**src/rtl/uart_pkg.sv**
```systemverilog
// Shared UART definitions: parity mode encodings and the parity check helper.
// Used by both the RX frame checker and the TX side.
package uart_pkg;

  localparam logic [1:0] PAR_NONE = 2'b00;
  localparam logic [1:0] PAR_EVEN = 2'b01;
  localparam logic [1:0] PAR_ODD  = 2'b10;
  localparam logic [1:0] PAR_MARK = 2'b11;

  // data_xor is the XOR-reduction of the data bits; par_bit is the received parity bit.
  function automatic logic parity_error(input logic [1:0] mode,
                                        input logic       data_xor,
                                        input logic       par_bit);
    logic p;
    p = data_xor ^ par_bit;
    case (mode)
      PAR_EVEN: parity_error = p;
      PAR_ODD:  parity_error = ~p;
      PAR_MARK: parity_error = ~par_bit;
      default:  parity_error = 1'b0;
    endcase
  endfunction

endpackage

```
**src/rtl/uart_err_counter.sv**
```systemverilog
// Saturating event counter with synchronous clear; clear takes priority over increment.
module uart_err_counter #(
  parameter int ERR_CNT_W = 8
) (
  input  logic                 clk,
  input  logic                 reset,
  input  logic                 inc,
  input  logic                 clr,
  output logic [ERR_CNT_W-1:0] cnt
);

  always_ff @(posedge clk or posedge reset) begin
    if (reset) begin
      cnt <= '0;
    end else if (clr) begin
      cnt <= '0;
    end else if (inc && (cnt != {ERR_CNT_W{1'b1}})) begin
      cnt <= cnt + ERR_CNT_W'(1);
    end
  end

endmodule

```
**src/rtl/uart_rx_frame_check.sv**
```systemverilog
// RX frame checker: two-entry buffer (capture A, output B) with parity/stop checks,
// valid/ready delivery, overrun detection and saturating error counters.
module uart_rx_frame_check
  import uart_pkg::*;
#(
  parameter int DATA_W      = 8,
  parameter int ERR_CNT_W   = 8,
  parameter bit DROP_ON_ERR = 1'b0
) (
  input  logic                 clk,
  input  logic                 reset,
  input  logic [1:0]           parity_mode,
  input  logic                 two_stop,
  input  logic                 frame_load,
  input  logic [DATA_W-1:0]    data_sipo,
  input  logic                 parity_in,
  input  logic [1:0]           stop_in,
  output logic [DATA_W-1:0]    data_out,
  output logic                 data_valid,
  input  logic                 data_ready,
  output logic                 parity_err,
  output logic                 frame_err,
  output logic                 overrun,
  input  logic                 clr_cnt,
  output logic [ERR_CNT_W-1:0] parity_cnt,
  output logic [ERR_CNT_W-1:0] frame_cnt,
  output logic [ERR_CNT_W-1:0] overrun_cnt
);

  logic              a_valid;
  logic [DATA_W-1:0] a_data;
  logic              a_par;
  logic [1:0]        a_stop;
  logic [1:0]        a_mode;
  logic              a_two;

  logic              move;
  logic              a_load;
  logic              drop;
  logic              chk_perr;
  logic              chk_ferr;
  logic [DATA_W-1:0] chk_data;

  assign move   = a_valid & (~data_valid | data_ready);
  // A load in the same cycle A drains into B is accepted, not an overrun.
  assign a_load = frame_load & (~a_valid | move);
  assign drop   = frame_load & a_valid & ~move;

  // Checks use the mode latched with the frame, never the live mode inputs.
  assign chk_perr = parity_error(a_mode, ^a_data, a_par);
  assign chk_ferr = ~a_stop[0] | (a_two & ~a_stop[1]);
  assign chk_data = (DROP_ON_ERR && (chk_perr || chk_ferr)) ? '0 : a_data;

  always_ff @(posedge clk or posedge reset) begin
    if (reset) begin
      a_valid <= 1'b0;
      a_data  <= '0;
      a_par   <= 1'b0;
      a_stop  <= 2'b00;
      a_mode  <= PAR_NONE;
      a_two   <= 1'b0;
    end else if (a_load) begin
      a_valid <= 1'b1;
      a_data  <= data_sipo;
      a_par   <= parity_in;
      a_stop  <= stop_in;
      a_mode  <= parity_mode;
      a_two   <= two_stop;
    end else if (move) begin
      a_valid <= 1'b0;
    end
  end

  always_ff @(posedge clk or posedge reset) begin
    if (reset) begin
      data_valid <= 1'b0;
      data_out   <= '0;
      parity_err <= 1'b0;
      frame_err  <= 1'b0;
    end else if (move) begin
      data_valid <= 1'b1;
      data_out   <= chk_data;
      parity_err <= chk_perr;
      frame_err  <= chk_ferr;
    end else if (data_ready) begin
      data_valid <= 1'b0;
    end
  end

  always_ff @(posedge clk or posedge reset) begin
    if (reset) begin
      overrun <= 1'b0;
    end else begin
      overrun <= drop;
    end
  end

  uart_err_counter #(.ERR_CNT_W(ERR_CNT_W)) u_parity_cnt (
    .clk   (clk),
    .reset (reset),
    .inc   (move & chk_perr),
    .clr   (clr_cnt),
    .cnt   (parity_cnt)
  );

  uart_err_counter #(.ERR_CNT_W(ERR_CNT_W)) u_frame_cnt (
    .clk   (clk),
    .reset (reset),
    .inc   (move & chk_ferr),
    .clr   (clr_cnt),
    .cnt   (frame_cnt)
  );

  uart_err_counter #(.ERR_CNT_W(ERR_CNT_W)) u_overrun_cnt (
    .clk   (clk),
    .reset (reset),
    .inc   (drop),
    .clr   (clr_cnt),
    .cnt   (overrun_cnt)
  );

endmodule

```
**config.mk**
```make
export PLATFORM = sky130hd
export DESIGN_NAME = uart_rx_frame_check
export DESIGN_NICKNAME = d
export VERILOG_FILES = /design/src/rtl/uart_pkg.sv /design/src/rtl/uart_err_counter.sv /design/src/rtl/uart_rx_frame_check.sv
export SDC_FILE = /design/constraint.sdc
export NUM_CORES = 1
export LEC_CHECK = 0
export ABC_CLOCK_PERIOD_IN_PS = 2960
export CAP_MARGIN = 10
export CORE_ASPECT_RATIO = 1.5
export CORE_UTILIZATION = 38
export DETAILED_ROUTE_END_ITERATION = 7
export DONT_BUFFER_PORTS = 1
export PLACE_DENSITY = 0.61
export SETUP_SLACK_MARGIN = 0.15
export SLEW_MARGIN = 15
export SYNTH_ARGS = -nofsm -noshare
export SYNTH_HDL_FRONTEND = slang
export SYNTH_SLANG_ARGS = --single-unit
```
**constraint.sdc**
```tcl
create_clock -name clk -period 2.96 [get_ports clk]
set_clock_uncertainty 0.05 [all_clocks]
set_input_delay 0.444 -clock clk [delete_from_list [all_inputs] [get_ports clk]]
set_output_delay 0.444 -clock clk [all_outputs]
set_load 0.005 [all_outputs]
```
==> impl_metrics.yaml <==
worst_setup_path:
  critPathCaptureType: "register"
  cp_cell_sequence: "xnor2_1 -> xnor2_1 -> xnor2_1 -> a21boi_2 -> o21bai_2 -> or4_1 -> a21oi_1"
  crit_slowest_cell: "or4_1"
  cp.buffers_inverters: 0
  critPathMostFrequentCell: "xnor2_1"
  cpLargestDelayFamily: "compound AO/OA/AOI/OAI gates"
  required_ns: 3.14
  cpPeakStageDelay_ns: 0.51
  critPathMaxFanout: 13
  cp-start-kind: "register"
  cp.arrival_ns: 2.31
  worstSetupPathType: "reg -> reg"
finish:
  nets: 223
  area_growth_pct: 8.16
  diodes: 0
  stdcell_count: 274
  fillers: 584
  multi_input_area_sq_um: 1010
  layout-drive-gt1-share_pct: 17.8
  ff_latch_area_sq_um: 1280
synthesis:
  yosys.area.top_type: "dfrtp_1"
  synth_edf_count: 0
  yosys_warnings: 0
  synthFlopType: "dfrtp_1"
  syn_inst: 200
  ys_seq_area_share_pct: 54.8
  synth_cell_type_count: 35
  syn_area_per_cell_sq_um: 11.7
  syn-num-nets: 222
  async_reset_ff_share_pct: 100
  netlist_area_sq_um: 2330
  synth_seq_cells: 51
  synth_top_area_share_pct: 54.8
  synth_area_leaders: "dfrtp_1 55%, mux2_2 11%, xnor2_1 3.8%"
clock_tree:
  post_cts.repair.setup_buffers: 0
  clock_latency_ns: 0.30
  ctsResizeCount: 0
  cts_made_buffers: 5
  clockBufferDepth: 2
  clock_sinks: 51
  ctsHoldBuffers: 0
  htree_levels: 2
  root_buffer: "clkbuf_8"
  clk_pin_slew_ns: 0.09
  cts_tree: "yes"
sta:
  final.period_utilization_pct: 72.1
  finalMaxSlewViolations: 0
  tightest_slew_ns: 0.880
  timing.fmax_mhz: 469
  finalCriticalPeriod_ns: 2.13
  finalSetupTns_ns: 0
  rsz0062_at_grt: "false"
  setup_viol: 0
  hold_violations: 0
  relSlewSlack_pct: 41.3
routing:
  detail_route.iter0.violations: 36
  wl_per_cell_microns: 15.5
  routed_wl_microns: 4240
  drc: 0
  vias: 1470
  drt_first_pass_iters: 4
  ant_nets: 0
  vias_per_cell: 5.36
grt:
  grt_pass1_wl_microns: 7130
  antenna_found_initial: 0
  gr-total-overflow: 0
  track_usage_pct: 14.4
  grt_pass1_vias: 1481
  grt_max_degree: 52
pwr:
  seq_power_share_pct: 52.8
  ir_drop_v: 0.000350
  power_leakage_nw: 1.06
  p_int_mw: 1.18
  power.density_nw_per_um2: 632
  comb_power_share_pct: 15.3
  p_sw_share_pct: 25.8
  clock_power_share_pct: 31.8
  p_switching_mw: 0.411
place:
  place.gp.congestion: 0.709
  numPortBuffers: 0
  dp_hpwl_microns: 2950
  post-place-cells: 266
floorplanning:
  die_h_microns: 97.9
  coreArea_sq_um: 5870
  ios: 55
  dieArea_sq_um: 6460
  die_x_microns: 66.0
  initial_utilization_pct: 39.7
  row_count: 34
flow_run:
  maxCapViolations: 0
min_path:
  min_path_type: "in -> async"
run_status:
  status: "finished, final reports clean"
-- cell usage in the layout (no fill, tap or decap), drive strengths merged, types with 5 or more instances in the layout --
cell / Yosys / routed
dfrtp: 51 / 51
mux2: 23 / 23
nor2: 14 / 14
nand2: 13 / 13
xnor2: 10 / 10
a21oi: 10 / 10
xor2: 8 / 8
and3: 6 / 6
nand3: 6 / 6
clkbuf: 4 / 6
nand2b: 5 / 5
nand4: 5 / 5
-- synthesized netlist by cell type (5+ instances only) --
cell type / n
and3_1: 6
xor2_1: 8
dfrtp_1: 51
nand4_1: 5
xnor2_1: 10
nand2_1: 13
mux2_2: 22
nand3_1: 6
a21oi_1: 10
nand2b_1: 5
nor2_1: 14
-- routing by layer --
| metal | up-vias | part of all wire [%] | wire length [microns] | track usage [%] |
|---|---|---|---|---|
| met4 | 0 | 0.83 | 35 | 4.91 |
| li1 | 699 | - | - | - |
| met1 | 729 | 39 | 1670 | 16.7 |
| met3 | 2 | 7.5 | 316 | 6.07 |
| met5 | - | 0 | 0 | 0 |
| met2 | 40 | 52 | 2220 | 23.6 |
-- cells by family (layout without fill, tap and decap cells) --
logic type | after synthesis | in the layout | share of synthesized area (%)
compound gates | 27 | 27 | 7.73
xor+xnor | 18 | 18 | 6.76
fa+ha+maj | 3 | 3 | 1.61
buf+inv | 11 | 13 | 1.93
flops | 51 | 51 | 54.8
mux | 25 | 25 | 12.0
simple gates | 65 | 65 | 15.2
-- flip-flops by register name, summed over array words and instances, names as in the netlist, 2 cells and up --
name,flops
a_data,8
data_out,8
u_frame_cnt.cnt,8
u_overrun_cnt.cnt,8
u_parity_cnt.cnt,8
a_mode,2
a_stop,2
-- final timing paths --
check	start	cells past startpoint	to	slack, ns
min	reset	1	data_out[3]	0.13
max in group asynchronous	reset	1	u_frame_cnt.cnt[3]	2.22
max	a_data[7]	7	u_parity_cnt.cnt[4]	0.83
min reg2reg	a_stop[1]	1	a_stop[1]	0.46
min in group clk	clr_cnt	1	u_frame_cnt.cnt[0]	0.15
max reg2reg	a_data[7]	7	u_parity_cnt.cnt[4]	0.83
-- final cells by class --
class | count | share of cell area, %
sequential | 51 | 50.6
multi-input combinational | 138 | 40.0
tap | 72 | 3.57
clock buffer | 6 | 3.28
clock inverter | 2 | 1.54
inverter | 4 | 0.645
timing repair buffer | 1 | 0.298
-- metrics by stage --
step	power, mW	utilization [%]	setup WS [ns]	hold WS (ns)	area [sq um]
after CTS	1.62	42.9	0.791	0.131	2520
after global routing	1.69	42.9	0.649	0.112	2520
after detailed placement	1.11	40.9	0.827	0.439	2400
after global placement	1.10	40.9	0.873	0.431	2400
final	1.59	42.9	0.826	0.129	2520
after floorplan	1.06	-	0.971	0.420	2330
-- power groups by stage --
stage | Sequential [mW] | Clock, mW | Combinational (mW)
after floorplan | 0.839 | 0 | 0.225
after global placement | 0.857 | 0 | 0.246
after detailed placement | 0.858 | 0 | 0.249
after CTS | 0.844 | 0.529 | 0.251
after global routing | 0.855 | 0.561 | 0.278
final | 0.842 | 0.507 | 0.244
Note: power is estimated with default switching activity, not from simulation.
